### src/rtl/generic_fifo_pkg.sv
// Shared helpers for the multi-channel FIFO: pointer arithmetic and status compare.
// Pointers are passed zero-extended to ptr_t so one function serves any channel depth.
package generic_fifo_pkg;

    localparam int CH_PTR_WIDTH_DEF = 3;
    localparam int DEPTH_PER_CH     = 1 << CH_PTR_WIDTH_DEF;
    localparam int PTR_MAX_W        = 15;

    typedef logic [PTR_MAX_W:0] ptr_t;

    typedef struct packed {
        logic full;
        logic empty;
    } fifo_stat_t;

    function automatic int depth_of(input int ptr_w);
        return 1 << ptr_w;
    endfunction

    // Occupancy modulo 2^(ptr_w+1); the wrap bit makes full distinguishable from empty.
    function automatic ptr_t calc_used(input ptr_t wp, input ptr_t rp, input int ptr_w);
        ptr_t mask;
        mask = ptr_t'((32'd1 << (ptr_w + 1)) - 32'd1);
        return (wp - rp) & mask;
    endfunction

    function automatic fifo_stat_t calc_stat(input ptr_t wp, input ptr_t rp, input int ptr_w);
        fifo_stat_t s;
        ptr_t       diff;
        diff    = wp ^ rp;
        s.empty = (diff == '0);
        s.full  = (diff == (ptr_t'(1) << ptr_w));
        return s;
    endfunction

endpackage

### src/rtl/generic_mc_fifo_rf_if.sv
// Request/response and status bundle of the multi-channel FIFO.
interface generic_mc_fifo_rf_if #(
    parameter int NUM_CH       = 4,
    parameter int CH_WIDTH     = 2,
    parameter int CH_PTR_WIDTH = 3,
    parameter int DAT_WIDTH    = 20
);
    logic                                   wr_op;
    logic [CH_WIDTH-1:0]                    wr_ch;
    logic [DAT_WIDTH-1:0]                   wr_data;
    logic                                   rd_op;
    logic [CH_WIDTH-1:0]                    rd_ch;
    logic [DAT_WIDTH-1:0]                   rd_data;
    logic                                   rd_valid;
    logic [NUM_CH-1:0]                      flush;
    logic [NUM_CH-1:0]                      full;
    logic [NUM_CH-1:0]                      empty;
    logic [NUM_CH-1:0]                      afull;
    logic [NUM_CH-1:0]                      aempty;
    logic [NUM_CH*(CH_PTR_WIDTH+1)-1:0]     entry_used;
    logic                                   wr_full_err;
    logic                                   rd_empty_err;

    modport master (
        output wr_op, wr_ch, wr_data, rd_op, rd_ch, flush,
        input  rd_data, rd_valid, full, empty, afull, aempty, entry_used,
               wr_full_err, rd_empty_err
    );

    modport slave (
        input  wr_op, wr_ch, wr_data, rd_op, rd_ch, flush,
        output rd_data, rd_valid, full, empty, afull, aempty, entry_used,
               wr_full_err, rd_empty_err
    );

endinterface

### src/rtl/generic_2p_rf.sv
// Two-port register file: one synchronous write and one registered read per cycle.
// The read register clears on reset and holds its value when no read is issued.
module generic_2p_rf #(
    parameter int MEM_SIZE = 32,
    parameter int AW       = 5,
    parameter int DW       = 20
) (
    input  logic          clk,
    input  logic          reset,
    input  logic          wr_en,
    input  logic [AW-1:0] wr_addr,
    input  logic [DW-1:0] wr_data,
    input  logic          rd_en,
    input  logic [AW-1:0] rd_addr,
    output logic [DW-1:0] rd_data
);

    logic [DW-1:0] mem [MEM_SIZE];

    always_ff @(posedge clk) begin
        if (wr_en) begin
            mem[wr_addr] <= wr_data;
        end
    end

    always_ff @(posedge clk) begin
        if (reset) begin
            rd_data <= '0;
        end else if (rd_en) begin
            rd_data <= mem[rd_addr];
        end
    end

endmodule

### src/rtl/generic_mc_fifo_ch_ctrl.sv
// Per-channel pointer pair with registered status derived from the next-state pointers,
// so status seen in a cycle already reflects everything accepted in the cycle before.
module generic_mc_fifo_ch_ctrl
    import generic_fifo_pkg::*;
#(
    parameter int CH_PTR_WIDTH = 3,
    parameter int AFULL_LVL    = 6,
    parameter int AEMPTY_LVL   = 1
) (
    input  logic                    clk,
    input  logic                    reset,
    input  logic                    wr_acc,
    input  logic                    rd_acc,
    input  logic                    flush,
    output logic [CH_PTR_WIDTH-1:0] wr_addr,
    output logic [CH_PTR_WIDTH-1:0] rd_addr,
    output logic [CH_PTR_WIDTH:0]   used,
    output logic                    full,
    output logic                    empty,
    output logic                    afull,
    output logic                    aempty
);

    localparam logic [CH_PTR_WIDTH:0] PTR_ONE = (CH_PTR_WIDTH+1)'(1);

    logic [CH_PTR_WIDTH:0] wr_ptr, rd_ptr;
    logic [CH_PTR_WIDTH:0] wr_ptr_d, rd_ptr_d, used_d;
    fifo_stat_t            stat_d;

    always_comb begin
        wr_ptr_d = wr_ptr;
        rd_ptr_d = rd_ptr;
        // flush wins over any same-cycle accept on this channel
        if (flush) begin
            wr_ptr_d = '0;
            rd_ptr_d = '0;
        end else begin
            if (wr_acc) wr_ptr_d = wr_ptr + PTR_ONE;
            if (rd_acc) rd_ptr_d = rd_ptr + PTR_ONE;
        end
        used_d = (CH_PTR_WIDTH+1)'(calc_used(ptr_t'(wr_ptr_d), ptr_t'(rd_ptr_d), CH_PTR_WIDTH));
        stat_d = calc_stat(ptr_t'(wr_ptr_d), ptr_t'(rd_ptr_d), CH_PTR_WIDTH);
    end

    always_ff @(posedge clk) begin
        if (reset) begin
            wr_ptr <= '0;
            rd_ptr <= '0;
            used   <= '0;
            full   <= 1'b0;
            empty  <= 1'b1;
            afull  <= 1'b0;
            aempty <= 1'b1;
        end else begin
            wr_ptr <= wr_ptr_d;
            rd_ptr <= rd_ptr_d;
            used   <= used_d;
            full   <= stat_d.full;
            empty  <= stat_d.empty;
            afull  <= (int'(used_d) >= AFULL_LVL);
            aempty <= (int'(used_d) <= AEMPTY_LVL);
        end
    end

    assign wr_addr = wr_ptr[CH_PTR_WIDTH-1:0];
    assign rd_addr = rd_ptr[CH_PTR_WIDTH-1:0];

endmodule

### src/rtl/generic_mc_fifo_rf.sv
// Multi-channel FIFO over one shared two-port register file, one fixed partition per channel.
// Top level: request decode against registered status, error/rd_valid registers, status flattening.
module generic_mc_fifo_rf
    import generic_fifo_pkg::*;
#(
    parameter int NUM_CH       = 4,
    parameter int CH_WIDTH     = 2,
    parameter int CH_PTR_WIDTH = 3,
    parameter int DAT_WIDTH    = 20,
    parameter int AFULL_LVL    = 6,
    parameter int AEMPTY_LVL   = 1
) (
    input  logic                 clk,
    input  logic                 reset,
    generic_mc_fifo_rf_if.slave  bus
);

    localparam int UW       = CH_PTR_WIDTH + 1;
    localparam int AW       = CH_WIDTH + CH_PTR_WIDTH;
    localparam int MEM_SIZE = NUM_CH * depth_of(CH_PTR_WIDTH);

    logic [NUM_CH-1:0]       wr_acc, rd_acc;
    logic [NUM_CH-1:0]       full_v, empty_v, afull_v, aempty_v;
    logic [CH_PTR_WIDTH-1:0] wr_addr_v [NUM_CH];
    logic [CH_PTR_WIDTH-1:0] rd_addr_v [NUM_CH];
    logic [UW-1:0]           used_v    [NUM_CH];
    logic [NUM_CH*UW-1:0]    used_flat;
    logic [CH_PTR_WIDTH-1:0] wr_lo, rd_lo;
    logic                    wr_legal, rd_legal;
    logic                    wr_err_d, rd_err_d;
    logic                    rf_we, rf_re;
    logic                    rd_valid_q, wr_full_err_q, rd_empty_err_q;
    logic [DAT_WIDTH-1:0]    rf_rd_data;

    assign wr_legal = ({1'b0, bus.wr_ch} < (CH_WIDTH+1)'(NUM_CH));
    assign rd_legal = ({1'b0, bus.rd_ch} < (CH_WIDTH+1)'(NUM_CH));

    // A flushed channel silently swallows requests; only full/empty/illegal raise errors.
    always_comb begin
        wr_acc   = '0;
        rd_acc   = '0;
        wr_lo    = '0;
        rd_lo    = '0;
        wr_err_d = bus.wr_op && !wr_legal;
        rd_err_d = bus.rd_op && !rd_legal;
        for (int c = 0; c < NUM_CH; c++) begin
            if (bus.wr_ch == CH_WIDTH'(c)) begin
                wr_lo = wr_addr_v[c];
                if (bus.wr_op && !bus.flush[c]) begin
                    if (full_v[c]) wr_err_d  = 1'b1;
                    else           wr_acc[c] = 1'b1;
                end
            end
            if (bus.rd_ch == CH_WIDTH'(c)) begin
                rd_lo = rd_addr_v[c];
                if (bus.rd_op && !bus.flush[c]) begin
                    if (empty_v[c]) rd_err_d  = 1'b1;
                    else            rd_acc[c] = 1'b1;
                end
            end
        end
    end

    assign rf_we = |wr_acc;
    assign rf_re = |rd_acc;

    for (genvar c = 0; c < NUM_CH; c++) begin : g_ch
        generic_mc_fifo_ch_ctrl #(
            .CH_PTR_WIDTH (CH_PTR_WIDTH),
            .AFULL_LVL    (AFULL_LVL),
            .AEMPTY_LVL   (AEMPTY_LVL)
        ) u_ctrl (
            .clk     (clk),
            .reset   (reset),
            .wr_acc  (wr_acc[c]),
            .rd_acc  (rd_acc[c]),
            .flush   (bus.flush[c]),
            .wr_addr (wr_addr_v[c]),
            .rd_addr (rd_addr_v[c]),
            .used    (used_v[c]),
            .full    (full_v[c]),
            .empty   (empty_v[c]),
            .afull   (afull_v[c]),
            .aempty  (aempty_v[c])
        );
    end

    generic_2p_rf #(
        .MEM_SIZE (MEM_SIZE),
        .AW       (AW),
        .DW       (DAT_WIDTH)
    ) u_rf (
        .clk     (clk),
        .reset   (reset),
        .wr_en   (rf_we),
        .wr_addr ({bus.wr_ch, wr_lo}),
        .wr_data (bus.wr_data),
        .rd_en   (rf_re),
        .rd_addr ({bus.rd_ch, rd_lo}),
        .rd_data (rf_rd_data)
    );

    always_ff @(posedge clk) begin
        if (reset) begin
            rd_valid_q     <= 1'b0;
            wr_full_err_q  <= 1'b0;
            rd_empty_err_q <= 1'b0;
        end else begin
            rd_valid_q     <= rf_re;
            wr_full_err_q  <= wr_err_d;
            rd_empty_err_q <= rd_err_d;
        end
    end

    always_comb begin
        used_flat = '0;
        for (int c = 0; c < NUM_CH; c++) begin
            used_flat[c*UW +: UW] = used_v[c];
        end
    end

    assign bus.rd_data      = rf_rd_data;
    assign bus.rd_valid     = rd_valid_q;
    assign bus.wr_full_err  = wr_full_err_q;
    assign bus.rd_empty_err = rd_empty_err_q;
    assign bus.full         = full_v;
    assign bus.empty        = empty_v;
    assign bus.afull        = afull_v;
    assign bus.aempty       = aempty_v;
    assign bus.entry_used   = used_flat;

endmodule

### src/flat_wrapper.sv
// flat-port wrapper written by rule: the top's interface ports become plain ports
module generic_mc_fifo_rf_flat import generic_fifo_pkg::*;
#(
    parameter int NUM_CH       = 4,
    parameter int CH_WIDTH     = 2,
    parameter int CH_PTR_WIDTH = 3,
    parameter int DAT_WIDTH    = 20,
    parameter int AFULL_LVL    = 6,
    parameter int AEMPTY_LVL   = 1
)
  (clk, reset, bus_wr_op, bus_wr_ch, bus_wr_data, bus_rd_op, bus_rd_ch, bus_flush, bus_rd_data, bus_rd_valid, bus_full, bus_empty, bus_afull, bus_aempty, bus_entry_used, bus_wr_full_err, bus_rd_empty_err);
  generic_mc_fifo_rf_if #(.NUM_CH(NUM_CH), .CH_WIDTH(CH_WIDTH), .CH_PTR_WIDTH(CH_PTR_WIDTH), .DAT_WIDTH(DAT_WIDTH)) bus_i ();
  input  logic clk;
  input  logic reset;
  input wire logic [$bits(bus_i.wr_op)-1:0] bus_wr_op;
  input wire logic [$bits(bus_i.wr_ch)-1:0] bus_wr_ch;
  input wire logic [$bits(bus_i.wr_data)-1:0] bus_wr_data;
  input wire logic [$bits(bus_i.rd_op)-1:0] bus_rd_op;
  input wire logic [$bits(bus_i.rd_ch)-1:0] bus_rd_ch;
  input wire logic [$bits(bus_i.flush)-1:0] bus_flush;
  output wire logic [$bits(bus_i.rd_data)-1:0] bus_rd_data;
  output wire logic [$bits(bus_i.rd_valid)-1:0] bus_rd_valid;
  output wire logic [$bits(bus_i.full)-1:0] bus_full;
  output wire logic [$bits(bus_i.empty)-1:0] bus_empty;
  output wire logic [$bits(bus_i.afull)-1:0] bus_afull;
  output wire logic [$bits(bus_i.aempty)-1:0] bus_aempty;
  output wire logic [$bits(bus_i.entry_used)-1:0] bus_entry_used;
  output wire logic [$bits(bus_i.wr_full_err)-1:0] bus_wr_full_err;
  output wire logic [$bits(bus_i.rd_empty_err)-1:0] bus_rd_empty_err;
  assign bus_i.wr_op = bus_wr_op;
  assign bus_i.wr_ch = bus_wr_ch;
  assign bus_i.wr_data = bus_wr_data;
  assign bus_i.rd_op = bus_rd_op;
  assign bus_i.rd_ch = bus_rd_ch;
  assign bus_i.flush = bus_flush;
  assign bus_rd_data = bus_i.rd_data;
  assign bus_rd_valid = bus_i.rd_valid;
  assign bus_full = bus_i.full;
  assign bus_empty = bus_i.empty;
  assign bus_afull = bus_i.afull;
  assign bus_aempty = bus_i.aempty;
  assign bus_entry_used = bus_i.entry_used;
  assign bus_wr_full_err = bus_i.wr_full_err;
  assign bus_rd_empty_err = bus_i.rd_empty_err;
  generic_mc_fifo_rf #(.NUM_CH(NUM_CH), .CH_WIDTH(CH_WIDTH), .CH_PTR_WIDTH(CH_PTR_WIDTH), .DAT_WIDTH(DAT_WIDTH), .AFULL_LVL(AFULL_LVL), .AEMPTY_LVL(AEMPTY_LVL)) u_core (.clk(clk), .reset(reset), .bus(bus_i));
endmodule
### config.mk
export PLATFORM = sky130hd
export DESIGN_NAME = generic_mc_fifo_rf_flat
export DESIGN_NICKNAME = d
export VERILOG_FILES = /design/src/rtl/generic_fifo_pkg.sv /design/src/rtl/generic_mc_fifo_rf_if.sv /design/src/rtl/generic_2p_rf.sv /design/src/rtl/generic_mc_fifo_ch_ctrl.sv /design/src/rtl/generic_mc_fifo_rf.sv /design/src/flat_wrapper.sv
export SDC_FILE = /design/constraint.sdc
export NUM_CORES = 1
export LEC_CHECK = 0
export ABC_AREA = 1
export BUFFER_PORTS_ARGS = -buffer_cell sky130_fd_sc_hd__clkbuf_2
export CORE_AREA = 2 2 328 330
export DETAILED_ROUTE_END_ITERATION = 10
export DIE_AREA = 0 0 330 332
export GPL_ROUTABILITY_DRIVEN = 1
export GPL_TIMING_DRIVEN = 0
export SLEW_MARGIN = 20
export SYNTH_ARGS = -nofsm -noshare
export SYNTH_HDL_FRONTEND = slang
export SYNTH_SLANG_ARGS = --single-unit
### constraint.sdc
create_clock -name clk -period 8.6 [get_ports clk]
set_input_delay 1.72 -clock clk [delete_from_list [all_inputs] [get_ports clk]]
set_output_delay 1.72 -clock clk [all_outputs]
set_load 0.01 [all_outputs]
# After elaboration in Yosys (flattened, before gate mapping)
# Memories as Yosys holds them, arrays and structs flattened. A register that Yosys moved wholly into a read port is not among the register bits.
# Cells that the tools add are included.
# Widths: inputs -> output; s select.
# op_classes
add_sub_neg	12
n_lt_le_gt_ge	8
n_eq_ne	10
muxes	74
bitwise	4
reduce_logical	20
# op_table
operator	count
$logic_not 16->1	4
$mux 4	16
$mux 1	50
$add 4x1->4 const B	8
$mux 3	8
$eq 4x4->1 const B	4
$ge 4x3->1 const B	4
$le 4x1->1 const B	4
$sub 4x4->4	4
$xor 4x4->4	4
$eq 2x2->1 const B	4
$logic_and 1x1->1	8
$reduce_or 4->1	2
$eq 2x1->1 const B	2
$logic_not 1->1	4
$logic_not 2->1	2
# word_totals
register_bits	67
ramBits	640
wordCells	160
n_memories	1
# mem_list
memory	depth	width	rd	rd_ports_with_merged_regs	wr	line	text
u_core.u_rf.mem	32	20	1	1	1	generic_2p_rf.sv:18	logic [DW-1:0] mem [MEM_SIZE];

# Depth between registers and ports, before layout
# logic_depth
word_depth	13
ltp_mapped	15

# Modules after synthesis
# Synthesis repeated with hierarchy kept, for this count alone.
# hier_totals
hier_cells	2760
hier_area_um2	30458.0
# modules_own_cells
module	n_inst	cells_each	area_each_um2	seq_area_each_um2
generic_2p_rf	1	2237	26601.8	19618.8
generic_mc_fifo_ch_ctrl	4	106	840.8	320.3
generic_mc_fifo_rf	1	99	493.0	60.1

# Least setup slack after synthesis
# Ideal clock, no wire load.
# synth_path
path_type	input -> register
from	input port bus_flush[0]
to	memory u_core.u_rf.mem[10][0], enable pin
arrival_time_ps	3496
t_required_ps	8203
slack_ps	4707
stages	6
path_buffers	1
path_cell_list	clkbuf_1 nor2_1 nand3b_1 nand4_1 nand3_1 nor2_1
# synth_between
elab_chain_cells	7
# synth_rtl
element	line	text
start, declared	flat_wrapper.sv:20	input wire logic [$bits(bus_i.flush)-1:0] bus_flush;
$logic_not 1->1	generic_mc_fifo_rf.sv:49	if (bus.wr_op && !bus.flush[c]) begin
$logic_and 1x1->1	generic_mc_fifo_rf.sv:49	
$mux 1	generic_mc_fifo_rf.sv:49	
$mux 1	generic_mc_fifo_rf.sv:47	if (bus.wr_ch == CH_WIDTH'(c)) begin
$reduce_or 4->1	generic_mc_fifo_rf.sv:64	assign rf_we = |wr_acc;
$mux 1	generic_2p_rf.sv:21	if (wr_en) begin
$mux 1 (implied by the code)	generic_2p_rf.sv:22	mem[wr_addr] <= wr_data;
end, declared	generic_2p_rf.sv:18	
# Every way passes these cells.

# Worst setup path in the final report
# layout_path
from	input port bus_rd_ch[1]
to	register u_core.u_rf.rd_data[9], read port of u_core.u_rf.mem
# layout_between
elab_chain_cells	5
word_cells_on_any_way	13
cone_classes	3 x eq/ne; 8 x mux; 2 x reduce/logical
# layout_rtl
element	line	text
start, declared	flat_wrapper.sv:19	input wire logic [$bits(bus_i.rd_ch)-1:0] bus_rd_ch;
$logic_not 2->1	generic_mc_fifo_rf.sv:54	if (bus.rd_ch == CH_WIDTH'(c)) begin
$mux 3 (4 in a row)	generic_mc_fifo_rf.sv:54	
end, declared	generic_2p_rf.sv:15	output logic [DW-1:0] rd_data
# Several ways; a longest one is shown, not always the timed one.
# A chain may end at the register's enable or synchronous reset.

==> results.tsv <==
stage	metric	value	unit
yosys	synth_enable_flop_cells	640	
min_path	hold_path_class	register to register	
clocking	cts-root-buf	clkbuf_16	
worst_setup_path	reg2regPathDepth	13	
yosys	synth_commonest_cells	702 x nand2_1, 640 x edfxtp_1, 555 x inv_1	
drt	firstDrtPassIters	8	
timing	tightest_slew	1.10	ns
timing	max_freq	0.224	GHz
yosys	synth_top_family_by_area	simple AND/OR/NAND/NOR gates	
global_route	first_global_vias	20928	
yosys	syn_inst	3119	
pwr	leakagePower	15.0	nW
yosys	synth_top_area_share	60.9	%
drt	antenna_left	0	
global_route	grt_usage	15.3	%
drt	via_count	21897	
timing	holdWs	0.533	ns
yosys	synth_nets	3175	
floorplan	design.core.area	106000	sq um
finish	drive_above_1_share	10.5	%
yosys	synth_top_cell_by_area	edfxtp_1	
global_route	grt_pass1_wl	126	mm
drt	totalWireLength	84.9	mm
worst_setup_path	end_kind	register	
timing	setup_viol	0	
timing	period_share	51.8	%
yosys	async_flop_share	0	%
clocking	ctsResizeCount	0	
finish	area_growth	16.4	%
clocking	cts.sinks	727	
timing	finalHoldViolCount	0	
worst_setup_path	crit_arrival	5.01	ns
worst_setup_path	path_class	input port to register	
yosys	synthMuxAreaShare	0	%
yosys	ys_seq_area_share	66.4	%
timing	setup_tns	0	ns
timing	slew_violations	0	
min_path	whs_path_depth	2	
clocking	htree_levels	3	
pwr	vdd_drop_max	149	uV
placement	hpwl	56.7	mm
yosys	synth.most_common_cell	nand2_1	
clocking	clk-insertion-delay-late	0.63	ns
timing	slew_headroom	26.2	%
drt	first_iter_violations	1985	
drt	drc	2	
floorplan	die_x	330	um
yosys	yosys_warnings	0	
worst_setup_path	rr_startpoint	u_core.g_ch[2].u_ctrl.rd_ptr[0]$_SDFF_PP0_	
yosys	avgSynthCellArea	10.1	sq um
global_route	gr-usage-met2	25.5	%
placement	gp_congestion	0.869	
global_route	grtUsageMet1	19.6	%
clocking	hold_buffers	0	
worst_setup_path	crit_start	bus_rd_ch[1]	
yosys	synthAdderAreaFrac	1.05	%
placement	io_buffers	83	
timing	rsz0062_at_grt	no	
global_route	grt_overflow	0	
worst_setup_path	cp.required	9.15	ns
yosys	synthXorXnorAreaFrac	0.333	%
global_route	antenna_found_initial	6	
global_route	grt_util_met3	2.62	%
worst_setup_path	r2r_end	u_core.u_rf.rd_data[2]$_SDFFE_PP0P_	
yosys	synth_compound_area_share	3.12	%
outcome	violations	DRC	
timing	finalCriticalPeriod	4.46	ns
yosys	syn-cell-area	31600	sq um
clocking	post_cts_buffers	0	
global_route	grt_max_degree	33	
drt	wire_per_inst	17.8	um
floorplan	die_y	332	um
finish	nets	3359	
worst_setup_path	ff2ff_setup_slack	5.39	ns
timing	fin_skew	0.0245	ns
worst_setup_path	setup.worst_path.end	u_core.u_rf.rd_data[9]$_SDFFE_PP0P_	
finish	fillers	10592	
yosys	synth_flop_cell	edfxtp_1	
global_route	busiest_layer	met2	
yosys	synth_area_leaders	edfxtp_1 61%, nand3_1 8.6%, nand2_1 8.3%	
floorplan	initial_utilization	29.7	%
clocking	cts_tree	done	
yosys	synthSimpleGateAreaFrac	20.0	%
yosys	synth_seq_cells	727	
floorplan	dieArea	110000	sq um
clocking	numCtsBuffers	78	
outcome	status	finished, violations left	
clocking	path_clk_slew	0.06	ns
floorplan	io_pins	87	
worst_setup_path	crit_path_max_fanout	10	
worst_setup_path	critPathLaunchType	input port	
drt	viasPerCell	4.59	
yosys	synth_cell_types	34	
pwr	cellPowerDensity	214	nW/um^2
clocking	clockBufferDepth	3	
floorplan	rows	120	
flow_run	max_cap_violations	0	
[logic make-up after synthesis]
group,Yosys count
simple gates,1473
flops,727
buf+inv,723
compound gates,160
fa+ha+maj,24
xor+xnor,12
[flip-flops by register name, indices dropped and copies added, names as in the netlist]
signal and cells:
u_core.bus.rd_empty_err 1, u_core.bus.rd_valid 1, u_core.bus.wr_full_err 1, u_core.g_ch.u_ctrl.aempty 4, u_core.g_ch.u_ctrl.afull 4, u_core.g_ch.u_ctrl.empty 4, u_core.g_ch.u_ctrl.full 4, u_core.g_ch.u_ctrl.rd_ptr 16
u_core.g_ch.u_ctrl.used 16, u_core.g_ch.u_ctrl.wr_ptr 16, u_core.u_rf.mem 640, u_core.u_rf.rd_data 20
[critical path: stages]
cell      delay (ns)
clkbuf_2        0.19
inv_2           0.06
nor2_1          0.66
nand2_1         0.24
nand4_1         0.48
buf_2           0.48
buf_2           0.29
nand3_1         0.11
nand3_1         0.14
nand3_1         0.13
nand3_1         0.24
nor2_1          0.11
nor2_1          0.13
[area by class of cell]
cell class	instances	area, sq um	area share [%]
multi-input combinational	1669	7880	21.5
tap	1403	1760	4.78
inverter	560	2100	5.72
timing repair buffer	104	686	1.87
antenna	4	10.0	0.0272
clock inverter	41	422	1.15
clock buffer	103	2150	5.85
buffer	163	771	2.10
sequential	727	21000	57.1
[placed cells by master (no fill, tap or decap), types with 2 or more instances in the layout]
cell type	Yosys	layout
o21a_1	4	4
a21oi_1	14	14
o21bai_1	40	40
nor4_1	5	5
inv_1	555	555
xor2_1	2	2
fa_1	4	4
xnor2_1	10	10
nand2_1	702	702
buf_4	18	18
a41oi_1	2	2
buf_2	73	73
clkinv_1	0	12
o21ai_0	73	73
ha_1	20	20
diode_2	0	4
clkbuf_2	0	83
o211ai_1	23	23
nand4_1	9	9
dfxtp_1	87	87
nor3_1	16	16
nand3_1	542	542
nor2_2	1	21
clkbuf_1	51	70
bufinv_16	0	8
clkinv_2	0	14
buf_6	0	12
buf_1	21	21
buf_8	0	9
nor2_1	185	153
inv_6	0	3
edfxtp_1	640	640
nor2_4	2	14
clkbuf_8	0	2
inv_2	5	5
nand3b_1	4	4
or3_1	4	4
clkinvlp_4	0	2
clkbuf_16	0	82
nand2_2	2	2
[through the flow]
stage | area, sq um | cells | power [mW] | utilization, % | setup WS [ns]
floorplan | 31600 | 3119 | 4.27 | - | 4.71
global placement | 33700 | 4605 | 4.52 | 31.7 | 3.11
detailed placement | 34200 | 4626 | 4.53 | 32.1 | 3.53
CTS | 36700 | 4770 | 7.90 | 34.6 | 4.17
global route | 36700 | 4771 | 8.09 | 34.6 | 4.02
finish | 36700 | 4774 | 7.85 | 34.6 | 4.14
[where the power goes]
part           internal [mW]  switching [mW]  total, mW
sequential              3.85         0.00360       3.85
clock                   2.01            1.39       3.39
combinational          0.149           0.460      0.609
[worst min-delay path by stage]
stage | start | end | slack, ns
floorplan | u_core.g_ch[3].u_ctrl.full$_SDFF_PP0_ | u_core.bus.wr_full_err$_SDFF_PP0_ | 0.50
global placement | u_core.u_rf.rd_data[1]$_SDFFE_PP0P_ | u_core.u_rf.rd_data[1]$_SDFFE_PP0P_ | 0.51
detailed placement | u_core.u_rf.rd_data[3]$_SDFFE_PP0P_ | u_core.u_rf.rd_data[3]$_SDFFE_PP0P_ | 0.52
CTS | u_core.u_rf.rd_data[5]$_SDFFE_PP0P_ | u_core.u_rf.rd_data[5]$_SDFFE_PP0P_ | 0.54
global route | u_core.u_rf.rd_data[8]$_SDFFE_PP0P_ | u_core.u_rf.rd_data[8]$_SDFFE_PP0P_ | 0.57
finish | u_core.u_rf.rd_data[8]$_SDFFE_PP0P_ | u_core.u_rf.rd_data[8]$_SDFFE_PP0P_ | 0.53
[routing by layer]
layer	vias to the layer above	wire length (um)	share of wire, %
li1	10607	-	-
met1	10356	35700	42
met2	743	40600	48
met3	191	4960	5.8
met4	0	3640	4.3
met5	-	0	0
Power figures use the tool's default switching activity.
